==> src/rtl/issue_stage_pkg.sv <==
// Shared constants and types for the out-of-order issue stage.
package issue_stage_pkg;
  localparam int ROB_DEPTH = 8;
  localparam int ROB_IW    = 3;

  localparam logic [3:0] OP_ADD  = 4'h0;
  localparam logic [3:0] OP_SUB  = 4'h1;
  localparam logic [3:0] OP_MUL  = 4'h2;
  localparam logic [3:0] OP_DIV  = 4'h3;
  localparam logic [3:0] OP_LOAD = 4'h4;
  localparam logic [3:0] OP_STORE = 4'h5;
  localparam logic [3:0] OP_BEQ  = 4'h6;
  localparam logic [3:0] OP_BNEQ = 4'h7;

  localparam logic [1:0] CLS_ADD = 2'd0;
  localparam logic [1:0] CLS_MUL = 2'd1;
  localparam logic [1:0] CLS_LS  = 2'd2;
  localparam logic [1:0] CLS_BR  = 2'd3;

  localparam logic [2:0] CAP_ADD = 3'd3;
  localparam logic [2:0] CAP_MUL = 3'd3;
  localparam logic [2:0] CAP_LS  = 3'd4;
  localparam logic [2:0] CAP_BR  = 3'd2;

  // Operand as handed to a reservation station.
  typedef struct packed {
    logic [15:0]       v;
    logic [ROB_IW-1:0] q;
    logic              r;
  } opnd_t;

  // Illegal opcodes still map to a class so in_ready stays legality-blind.
  function automatic logic [1:0] op_class(input logic [3:0] f);
    case (f)
      OP_ADD, OP_SUB:    op_class = CLS_ADD;
      OP_MUL, OP_DIV:    op_class = CLS_MUL;
      OP_LOAD, OP_STORE: op_class = CLS_LS;
      OP_BEQ, OP_BNEQ:   op_class = CLS_BR;
      default:           op_class = f[2:1];
    endcase
  endfunction

  function automatic logic [2:0] cls_cap(input logic [1:0] c);
    case (c)
      CLS_ADD: cls_cap = CAP_ADD;
      CLS_MUL: cls_cap = CAP_MUL;
      CLS_LS:  cls_cap = CAP_LS;
      default: cls_cap = CAP_BR;
    endcase
  endfunction
endpackage

==> src/rtl/issue_stage_rob.sv <==
// Circular 8-entry reorder buffer: allocate at tail, CDB completion, in-order pop.
module issue_stage_rob
  import issue_stage_pkg::*;
(
  input  logic              i_clk1,
  input  logic              i_rst,
  input  logic              i_alloc,
  input  logic [3:0]        i_alloc_dest,
  input  logic              i_alloc_hasd,
  input  logic              i_cdb_valid,
  input  logic [ROB_IW-1:0] i_cdb_tag,
  input  logic [15:0]       i_cdb_data,
  input  logic [ROB_IW-1:0] i_tag_j,
  input  logic [ROB_IW-1:0] i_tag_k,
  output logic              o_full,
  output logic [ROB_IW-1:0] o_tail,
  output logic [ROB_IW-1:0] o_head,
  output logic              o_pop,
  output logic [3:0]        o_head_dest,
  output logic              o_head_hasd,
  output logic [15:0]       o_head_val,
  output logic              o_done_j,
  output logic              o_done_k,
  output logic [15:0]       o_val_j,
  output logic [15:0]       o_val_k
);
  logic [ROB_DEPTH-1:0][3:0]  r_dest;
  logic [ROB_DEPTH-1:0]       r_hasd;
  logic [ROB_DEPTH-1:0]       r_done;
  logic [ROB_DEPTH-1:0][15:0] r_val;
  logic [ROB_IW-1:0]          r_head, r_tail;
  logic [ROB_IW:0]            r_count;

  assign o_full      = (r_count == (ROB_IW+1)'(ROB_DEPTH));
  assign o_tail      = r_tail;
  assign o_head      = r_head;
  assign o_pop       = r_done[r_head] & (r_count != '0);
  assign o_head_dest = r_dest[r_head];
  assign o_head_hasd = r_hasd[r_head];
  assign o_head_val  = r_val[r_head];
  assign o_done_j    = r_done[i_tag_j];
  assign o_done_k    = r_done[i_tag_k];
  assign o_val_j     = r_val[i_tag_j];
  assign o_val_k     = r_val[i_tag_k];

  // Allocation clears done, so a popped slot never needs explicit scrubbing.
  always_ff @(posedge i_clk1) begin
    if (i_rst) begin
      r_dest  <= '0;
      r_hasd  <= '0;
      r_done  <= '0;
      r_val   <= '0;
      r_head  <= '0;
      r_tail  <= '0;
      r_count <= '0;
    end else begin
      if (i_alloc) begin
        r_dest[r_tail] <= i_alloc_dest;
        r_hasd[r_tail] <= i_alloc_hasd;
        r_done[r_tail] <= 1'b0;
        r_tail         <= r_tail + 1'b1;
      end
      if (i_cdb_valid) begin
        r_done[i_cdb_tag] <= 1'b1;
        r_val[i_cdb_tag]  <= i_cdb_data;
      end
      if (o_pop) r_head <= r_head + 1'b1;
      r_count <= r_count + {{ROB_IW{1'b0}}, i_alloc} - {{ROB_IW{1'b0}}, o_pop};
    end
  end
endmodule

==> src/rtl/issue_stage.sv <==
// Issue stage: decode, class-capacity check, operand read/rename, ROB allocate and commit.
module issue_stage
  import issue_stage_pkg::*;
(
  input  logic        i_clk1,
  input  logic        i_rst,
  input  logic        i_in_valid,
  input  logic [3:0]  i_in_func,
  input  logic [3:0]  i_in_rs1,
  input  logic [3:0]  i_in_rs2,
  input  logic [3:0]  i_in_rd,
  output logic        o_in_ready,
  input  logic [3:0]  i_release,
  input  logic        i_cdb_valid,
  input  logic [2:0]  i_cdb_tag,
  input  logic [15:0] i_cdb_data,
  output logic        o_iss_valid,
  output logic [1:0]  o_iss_class,
  output logic [3:0]  o_iss_func,
  output logic [2:0]  o_iss_rob,
  output logic [3:0]  o_iss_rd,
  output logic [15:0] o_iss_vj,
  output logic [15:0] o_iss_vk,
  output logic [2:0]  o_iss_qj,
  output logic [2:0]  o_iss_qk,
  output logic        o_iss_rj,
  output logic        o_iss_rk,
  output logic        o_commit_valid,
  output logic [3:0]  o_commit_rd,
  output logic [15:0] o_commit_data,
  output logic        o_illegal
);
  logic [15:0][15:0]       r_rf_val;
  logic [15:0]             r_rf_busy;
  logic [15:0][ROB_IW-1:0] r_rf_tag;
  logic [3:0][2:0]         r_cnt;

  logic [1:0]        w_cls;
  logic              w_legal, w_acc, w_hasd, w_is_ls, w_is_ld, w_is_st, w_commit_wr;
  logic [3:0]        w_src_k, w_inc;
  logic              w_rob_full, w_pop, w_head_hasd, w_done_j, w_done_k;
  logic [ROB_IW-1:0] w_tail, w_head;
  logic [3:0]        w_head_dest;
  logic [15:0]       w_head_val, w_val_j, w_val_k;
  opnd_t             w_opj, w_opk;

  assign w_cls      = op_class(i_in_func);
  assign w_legal    = ~i_in_func[3];
  assign w_is_ls    = (w_cls == CLS_LS);
  assign w_is_ld    = (i_in_func == OP_LOAD);
  assign w_is_st    = (i_in_func == OP_STORE);
  assign o_in_ready = (r_cnt[w_cls] < cls_cap(w_cls)) & ~w_rob_full;
  assign w_acc      = i_in_valid & o_in_ready & w_legal;
  assign w_hasd     = w_legal & ((w_cls == CLS_ADD) | (w_cls == CLS_MUL) | w_is_ld);
  assign w_src_k    = w_is_st ? i_in_rd : i_in_rs2;
  assign w_inc      = w_acc ? (4'b0001 << w_cls) : 4'b0000;
  // A same-cycle rename of the retiring register keeps it busy under the new tag.
  assign w_commit_wr = w_pop & w_head_hasd & r_rf_busy[w_head_dest]
                     & (r_rf_tag[w_head_dest] == w_head)
                     & ~(w_acc & w_hasd & (i_in_rd == w_head_dest));

  issue_stage_rob u_rob (
    .i_clk1(i_clk1), .i_rst(i_rst),
    .i_alloc(w_acc), .i_alloc_dest(i_in_rd), .i_alloc_hasd(w_hasd),
    .i_cdb_valid(i_cdb_valid), .i_cdb_tag(i_cdb_tag), .i_cdb_data(i_cdb_data),
    .i_tag_j(r_rf_tag[i_in_rs1]), .i_tag_k(r_rf_tag[w_src_k]),
    .o_full(w_rob_full), .o_tail(w_tail), .o_head(w_head), .o_pop(w_pop),
    .o_head_dest(w_head_dest), .o_head_hasd(w_head_hasd), .o_head_val(w_head_val),
    .o_done_j(w_done_j), .o_done_k(w_done_k), .o_val_j(w_val_j), .o_val_k(w_val_k)
  );

  function automatic opnd_t rd_src(input logic busy, input logic [ROB_IW-1:0] tag,
                                   input logic done, input logic [15:0] rob_v,
                                   input logic [15:0] rf_v, input logic cdbv,
                                   input logic [ROB_IW-1:0] cdbt, input logic [15:0] cdbd);
    opnd_t o;
    o = '{v: '0, q: '0, r: 1'b1};
    if (!busy)                   o.v = rf_v;
    else if (done)               o.v = rob_v;
    else if (cdbv && cdbt == tag) o.v = cdbd;
    else begin o.q = tag; o.r = 1'b0; end
    return o;
  endfunction

  // Operand selection: load/store address is an immediate; load has no k operand.
  always_comb begin
    w_opj = rd_src(r_rf_busy[i_in_rs1], r_rf_tag[i_in_rs1], w_done_j, w_val_j,
                   r_rf_val[i_in_rs1], i_cdb_valid, i_cdb_tag, i_cdb_data);
    w_opk = rd_src(r_rf_busy[w_src_k], r_rf_tag[w_src_k], w_done_k, w_val_k,
                   r_rf_val[w_src_k], i_cdb_valid, i_cdb_tag, i_cdb_data);
    if (w_is_ls) w_opj = '{v: {8'h00, i_in_rs1, i_in_rs2}, q: '0, r: 1'b1};
    if (w_is_ld) w_opk = '{v: '0, q: '0, r: 1'b1};
  end

  // Register file and rename table: commit write first, rename overrides.
  always_ff @(posedge i_clk1) begin
    if (i_rst) begin
      r_rf_val  <= '0;
      r_rf_busy <= '0;
      r_rf_tag  <= '0;
    end else begin
      if (w_commit_wr) begin
        r_rf_val[w_head_dest]  <= w_head_val;
        r_rf_busy[w_head_dest] <= 1'b0;
      end
      if (w_acc && w_hasd) begin
        r_rf_busy[i_in_rd] <= 1'b1;
        r_rf_tag[i_in_rd]  <= w_tail;
      end
    end
  end

  // Per-class occupancy; issue and release together cancel out.
  always_ff @(posedge i_clk1) begin
    if (i_rst) r_cnt <= '0;
    else begin
      for (int c = 0; c < 4; c++) begin
        if (w_inc[c] && !i_release[c])
          r_cnt[c] <= r_cnt[c] + 3'd1;
        else if (!w_inc[c] && i_release[c] && r_cnt[c] != 3'd0)
          r_cnt[c] <= r_cnt[c] - 3'd1;
      end
    end
  end

  // Registered issue, commit and illegal outputs, one cycle after the event.
  always_ff @(posedge i_clk1) begin
    if (i_rst) begin
      o_iss_valid <= 1'b0; o_iss_class <= '0; o_iss_func <= '0; o_iss_rob <= '0;
      o_iss_rd <= '0; o_iss_vj <= '0; o_iss_vk <= '0; o_iss_qj <= '0; o_iss_qk <= '0;
      o_iss_rj <= 1'b0; o_iss_rk <= 1'b0;
      o_commit_valid <= 1'b0; o_commit_rd <= '0; o_commit_data <= '0;
      o_illegal <= 1'b0;
    end else begin
      o_iss_valid    <= w_acc;
      o_illegal      <= i_in_valid & ~w_legal;
      o_commit_valid <= w_pop;
      if (w_acc) begin
        o_iss_class <= w_cls;   o_iss_func <= i_in_func;
        o_iss_rob   <= w_tail;  o_iss_rd   <= i_in_rd;
        o_iss_vj    <= w_opj.v; o_iss_qj   <= w_opj.q; o_iss_rj <= w_opj.r;
        o_iss_vk    <= w_opk.v; o_iss_qk   <= w_opk.q; o_iss_rk <= w_opk.r;
      end
      if (w_pop) begin
        o_commit_rd   <= w_head_dest;
        o_commit_data <= w_head_val;
      end
    end
  end
endmodule

==> config.mk <==
export PLATFORM = sky130hd
export DESIGN_NAME = issue_stage
export DESIGN_NICKNAME = d
export VERILOG_FILES = /design/src/rtl/issue_stage_pkg.sv /design/src/rtl/issue_stage_rob.sv /design/src/rtl/issue_stage.sv
export SDC_FILE = /design/constraint.sdc
export NUM_CORES = 2
export LEC_CHECK = 0
export CORE_MARGIN = 5
export CORE_UTILIZATION = 40
export DETAILED_ROUTE_END_ITERATION = 8
export PLACE_DENSITY_LB_ADDON = 0.05
export SLEW_MARGIN = 10
export SYNTH_ARGS = -nofsm -noshare
export SYNTH_HDL_FRONTEND = slang
export SYNTH_SLANG_ARGS = --single-unit
export TNS_END_PERCENT = 20
==> constraint.sdc <==
create_clock -name i_clk1 -period 3.8 [get_ports i_clk1]
set_input_delay 0.38 -clock i_clk1 [delete_from_list [all_inputs] [get_ports i_clk1]]
set_output_delay 0.38 -clock i_clk1 [all_outputs]
set_load 0.005 [all_outputs]
# Yosys cells after proc, flatten, opt, wreduce, memory -nomap -nowiden
# Cells that the tools add are included.
# classes
addsub	12
magnitude_cmp	15
n_eq_ne	14
n_shift	1
mux	87
bitwise_logic	23
n_reduce_logical	43
# ops
cell	n
bitwise mux 256 bit	1
2-to-1 mux 16 bit	16
binary-select mux 16 bit (select 3 bit)	3
binary-select mux 16 bit (select 4 bit)	2
bitwise mux 128 bit	1
demux 16 bit (select 4 bit)	1
bitwise mux 48 bit	1
demux 16 bit (select 3 bit)	1
2-to-1 mux 20 bit	2
2-to-1 mux 4 bit	10
2-to-1 mux 3 bit	13
binary-select mux 3 bit (select 4 bit)	3
bitwise mux 32 bit	1
2-to-1 mux 8 bit	3
less-than comparator 3 x 4 -> 1 bit, second input constant	5
less-than comparator 4 x 5 -> 1 bit, second input constant	4
logical AND 1 bit	19
adder 3 x 1 -> 3 bit, second input constant	6
AND 16 bit	1
== test 4 x 3 -> 1 bit, second input constant	4
inverter 16 bit	1
OR 16 bit	1
AND 1 bit	12
binary-select mux 1 bit (select 3 bit)	4
other kinds (38)	80
# word_totals
ff_bits	594
input_bits	43
output_inout_bits	77

# Depth between registers and ports, before layout
# logic_depth
depth_word	18
depth_mapped	19

# Modules after synthesis
# Synthesis repeated with hierarchy kept, for this count alone.
# hier_totals
cells_unflattened	3386
area_unflattened_um2	32198.4
# by_module_without_submodules
module	instances	cells_per_inst	area_each_um2
issue_stage	1	2363	21941.0
issue_stage_rob	1	1023	10257.3

# Worst setup path after synthesis
# No wires, ideal clock.
# synth_timing
path_type	input to register
start	in i_in_func[2]
end	reg u_rob.r_count[2]
setup_time_ps	128
arrival_ps	3714
t_required_ps	3672
slack_ps	-42
path_stages	17
path_buffers	4
cell_sequence	clkbuf_1 > mux4_2 > ha_1 > o21a_1 > o21ai_0 > and4b_1 > inv_2 > clkbuf_1 > clkbuf_1 > clkbuf_1 > ha_1 > inv_1 > ha_1 > inv_1 > fa_1 > xor2_1 > nor2_1
# synth_between
elab_chain_len	12
# synth_lines
element	line	text
start: declaration	issue_stage.sv:8	input logic [3:0] i_in_func,
== test 4 x 3 -> 1 bit, or another cell as far along	issue_stage_pkg.sv:34	case (f)
OR reduction 2 bit	issue_stage_pkg.sv:34	
case mux 2 bit (4 select lines) (*)	issue_stage_pkg.sv:34	
== test 2 x 1 -> 1 bit or zero test 2 bit (tied branches)	issue_stage_pkg.sv:44	case (c)
OR reduction 2 bit (no line)	-	
case mux 3 bit (2 select lines)	issue_stage_pkg.sv:44	
less-than comparator 3 bit (*)	issue_stage.sv:52	assign o_in_ready = (r_cnt[w_cls] < cls_cap(w_cls)) & ~w_rob_full;
AND 1 bit (*)	issue_stage.sv:52	
AND 1 bit (*) (2 in a row)	issue_stage.sv:53	assign w_acc = i_in_valid & o_in_ready & w_legal;
adder 4 x 1 -> 4 bit (*)	issue_stage_rob.sv:68	r_count <= r_count + {{ROB_IW{1'b0}}, i_alloc} - {{ROB_IW{1'b0}}, o_pop};
subtractor 4 x 1 -> 4 bit (*)	issue_stage_rob.sv:68	
end signal: assignment	issue_stage_rob.sv:68	
end: declaration	issue_stage_rob.sv:32	logic [ROB_IW:0] r_count;
# Mark *: on every way between the ends. The rest lies on a longest branch, timed or not. The select of a mux whose other input is x is not followed.
# A chain may end at the register's enable or synchronous reset.

# Worst setup path in the final report
# layout_timing
start	reg u_rob.r_head[1], in the netlist u_rob.o_head[1]
end	reg r_rf_busy[12]
# layout_between
elab_chain_len	12
# layout_lines
element	line	text
start: declaration	issue_stage_rob.sv:31	logic [ROB_IW-1:0] r_head, r_tail;
start signal: assignment	issue_stage_rob.sv:67	if (o_pop) r_head <= r_head + 1'b1;
binary-select mux 4 bit (select 3 bit)	issue_stage_rob.sv:38	assign o_head_dest = r_dest[r_head];
2-to-1 mux 4 bit (implied by the code)	issue_stage_rob.sv:38	
less-than comparator 4 x 5 -> 1 bit (implied by the code) or greater-or-equal comparator 4 x 1 -> 1 bit (tied branches)	issue_stage.sv:104	r_rf_busy[w_head_dest] <= 1'b0;
logical AND 1 bit (implied by the code)	issue_stage.sv:104	
2-to-1 mux 1 bit (implied by the code)	issue_stage.sv:104	
demux 1 bit (select 4 bit)	issue_stage.sv:104	
inverter 16 bit (no line)	-	
AND 16 bit (no line)	-	
2-to-1 mux 16 bit (*)	issue_stage.sv:102	if (w_commit_wr) begin
2-to-1 mux 16 bit (*)	issue_stage.sv:97	if (i_rst) begin
OR 16 bit (no line)	-	
2-to-1 mux 16 bit (*)	issue_stage.sv:106	if (w_acc && w_hasd) begin
end signal: assignment	issue_stage.sv:99	r_rf_busy <= '0;
end signal: indexed assignment	issue_stage.sv:104	
end signal: indexed assignment	issue_stage.sv:107	r_rf_busy[i_in_rd] <= 1'b1;
end: declaration	issue_stage.sv:34	logic [15:0] r_rf_busy;
# Marked as above.

==> out/results.txt <==
Area contributors post-synth = dfxtp_1, mux2i_1, mux4_2
Pre-antenna DRT Iters = 7
full die area = 88100 µm²
Nets = 3932
Max H-tree Level = 3
CTS Root Cell = clkbuf_16
Final period util = 95.8%
Die X-Extent = 297 µm
most frequent CP cell = buf_4
Post-synth EDFFs = 0
GPL Wtd Cong = 0.921
Pwr per Cell Area = 419 nW/µm²
CP bufs+invs = 4
MaxCap Viol Count = 0
hold depth = 2
Critical Path AT = 4.16 ns
Syn Inst Count = 3731
Critical Path Source = u_rob.o_head[1]$_SDFFE_PP0P_
Post-Layout Inst Area = 39300 µm²
dpl hpwl = 86400 µm
cts bufs inserted = 73
metal3 WL = 10000 µm
CTS tree = yes
minimum hold slack = 0.232 ns
hold path startpoint = i_rst
area share of the largest cell type after synthesis = 36.1%
critical path type = reg2reg
Top Ports = 120
R2R Path End = r_rf_busy[12]$_SDFF_PP0_
commonest non-fill, non-tap cell in the layout = nand2_1
Netlist Area Pre-Place = 32900 µm²
Mapped Avg Cell Area = 8.82 µm²
Seq cells post-synth = 594
Final Max Slew Viols = 0
flop2flop setup slack = 0.16 ns
Yosys Warn Count = 0
HP Class = in2reg
largest net degree at the start of global routing = 129
drt wl/cell = 25.9 µm
CP Capture Type = register
Most used DFF post-synth = dfxtp_1
clk buf depth = 3
Detailed Route WL = 129000 µm
worst skew pair latency = 0.64 ns
DRT iter0 DRCs = 3072
Die Y-Extent = 297 µm
CTS clk-pin slew, worst paths = 0.06 ns
dpl ws = -0.444 ns
metal2 WL = 59200 µm
measured slew at the worst slew-check pin = 1.05 ns
leading area contributor after synthesis = dfxtp_1
vias per cell = 5.99
worst-path fanout max = 13
Setup-failing EPs final = 0
worst-case reg-to-reg path depth = 14
Routed Antenna Nets = 0
global-route wire length before repair = 191000 µm
Top Family by Delay on Critical Path = compound AO/OA/AOI/OAI gates
Worst Path Required = 4.31 ns
CTS hold repair buffers = 0
status = finished, final reports clean
Placed Cells = 4868
Congestion Overflow GR = 0
Final Hold Fails = 0
Finished Layout Cells = 4994
synth unique cells = 88
crit-path max cell delay = 0.44 ns
register area share after synthesis = 36.1%
TNS Setup = 0 ns
Area growth syn-to-layout = 19.4%
Clock Sinks = 594
Setup Skew = 0.0283 ns
Hold Path Sink = r_rf_tag[9]$_SDFFE_PP0P_
cell area after placement = 36800 µm²
max_slew headroom = 29.8%
final core occ = 48.0%
CP startpoint kind = register
DRT met1 WL = 56300 µm
fraction of registers with async set/reset = 0%
Period minus WS final = 3.64 ns
RSZ-0062 raised after global routing = no
most frequent cells in the layout = nand2_1, dfxtp_1, mux2i_1
Slowest cell on crit path = dfxtp_4
initial antenna violation count = 5
vias in the first global route = 29.0k
Leakage = 15.7 nW
highest clock rate = 275 MHz
standard-cell row count = 105
highest routing layer actually used = met5
Net Count, Synth = 3789
Total GRT Usage = 28.1%
reg-to-reg startpoint = u_rob.o_head[1]$_SDFFE_PP0P_
PnR worst setup slack = 0.159 ns
Initial Utilization = 40.2%
worst vdd ir = 0.349 mV
Tot Pwr = 16.5 mW
fraction of layout cells with a size suffix above 1 = 17.6%
core area = 81800 µm²
Post-route DRC = 0
critical-path cell list = mux2_2, o22a_1, nand2_2, buf_4, buf_4, nand2_1, a31oi_2, o22ai_1, a211oi_1, o2111a_1, buf_12, nand4b_1, buf_4, a31o_2
IO buf count = 119
via count = 29.9k
[what timing repair did]
item / CTS / global route
setup buffers: 0 / 1
setup endpoints to repair: 0 / 260
gates resized for setup: 0 / 12
[where the power goes]
part | switching [mW] | internal [mW] | leakage [nW]
clock | 2.97 | 4.21 | 1.20
combinational | 1.63 | 1.09 | 9.75
sequential | 0.193 | 6.39 | 4.80
[metal layers]
metal	vias to the layer above	GRT usage, %
li1	13500	-
met4	2	8.55
met3	252	6.04
met5	-	0
met2	1293	44.9
met1	14800	38.5
[worst max-delay path by stage]
stage | to | slack (ns) | depth (start not counted)
after floorplan | u_rob.r_count[2]$_SDFF_PP0_ | 0.06 | 17
after global placement | o_iss_vk[8]$_SDFFE_PP0N_ | -0.34 | 13
after detailed placement | o_iss_vk[6]$_SDFFE_PP0N_ | -0.44 | 15
after CTS | r_rf_val[194]$_SDFFE_PP0P_ | 0.003 | 14
after global routing | o_iss_vk[13]$_SDFFE_PP0N_ | 0.001 | 15
final | r_rf_busy[12]$_SDFF_PP0_ | 0.16 | 14
[worst reg2reg max path, delay by kind of cell (launching register included)]
family          cells  cell delay (ns)
buf+inv             4             0.84
compound gates      6             1.41
mux                 1             0.40
flops               1             0.44
simple gates        3             0.46
[kinds of logic after synthesis]
kind of cell             share of synthesized area, %
multiplexers                                     26.5
XOR/XNOR                                        0.559
AO/OA/AOI/OAI                                    10.9
flip-flops                                       36.1
buffers and inverters                            5.08
adder cells (fa/ha/maj)                         0.684
AND/OR/NAND/NOR                                  20.2
[cell type report]
type	instances	area, µm²
fill	7813	42500
inverter	40	159
clock inverter	26	354
multi-input combinational	2750	19500
clock buffer	98	2080
timing repair buffer	415	3980
tap	1070	1340
sequential	594	11900
antenna	1	2.50
[sequential cells by signal, indices dropped and copies added (netlist names), 4 cells and up]
register       flops
r_rf_val         256
u_rob.r_val      128
r_rf_tag          48
u_rob.r_dest      32
o_commit_data     16
o_iss_vj          16
o_iss_vk          16
r_rf_busy         16
r_cnt             12
u_rob.r_done       8
u_rob.r_hasd       8
o_commit_rd        4
o_iss_func         4
o_iss_rd           4
u_rob.r_count      4
[cell usage after synthesis (38+ instances only)]
cell type	number
a21oi_1	212
nor2_1	205
a311oi_1	40
nand3_1	200
o21ai_0	43
a211oi_1	45
a22oi_1	39
clkbuf_1	238
nand2_1	925
mux2i_1	458
mux4_2	173
dfxtp_1	594
inv_1	38
buf_2	41
No activity file was read; power rests on OpenSTA's default activity.
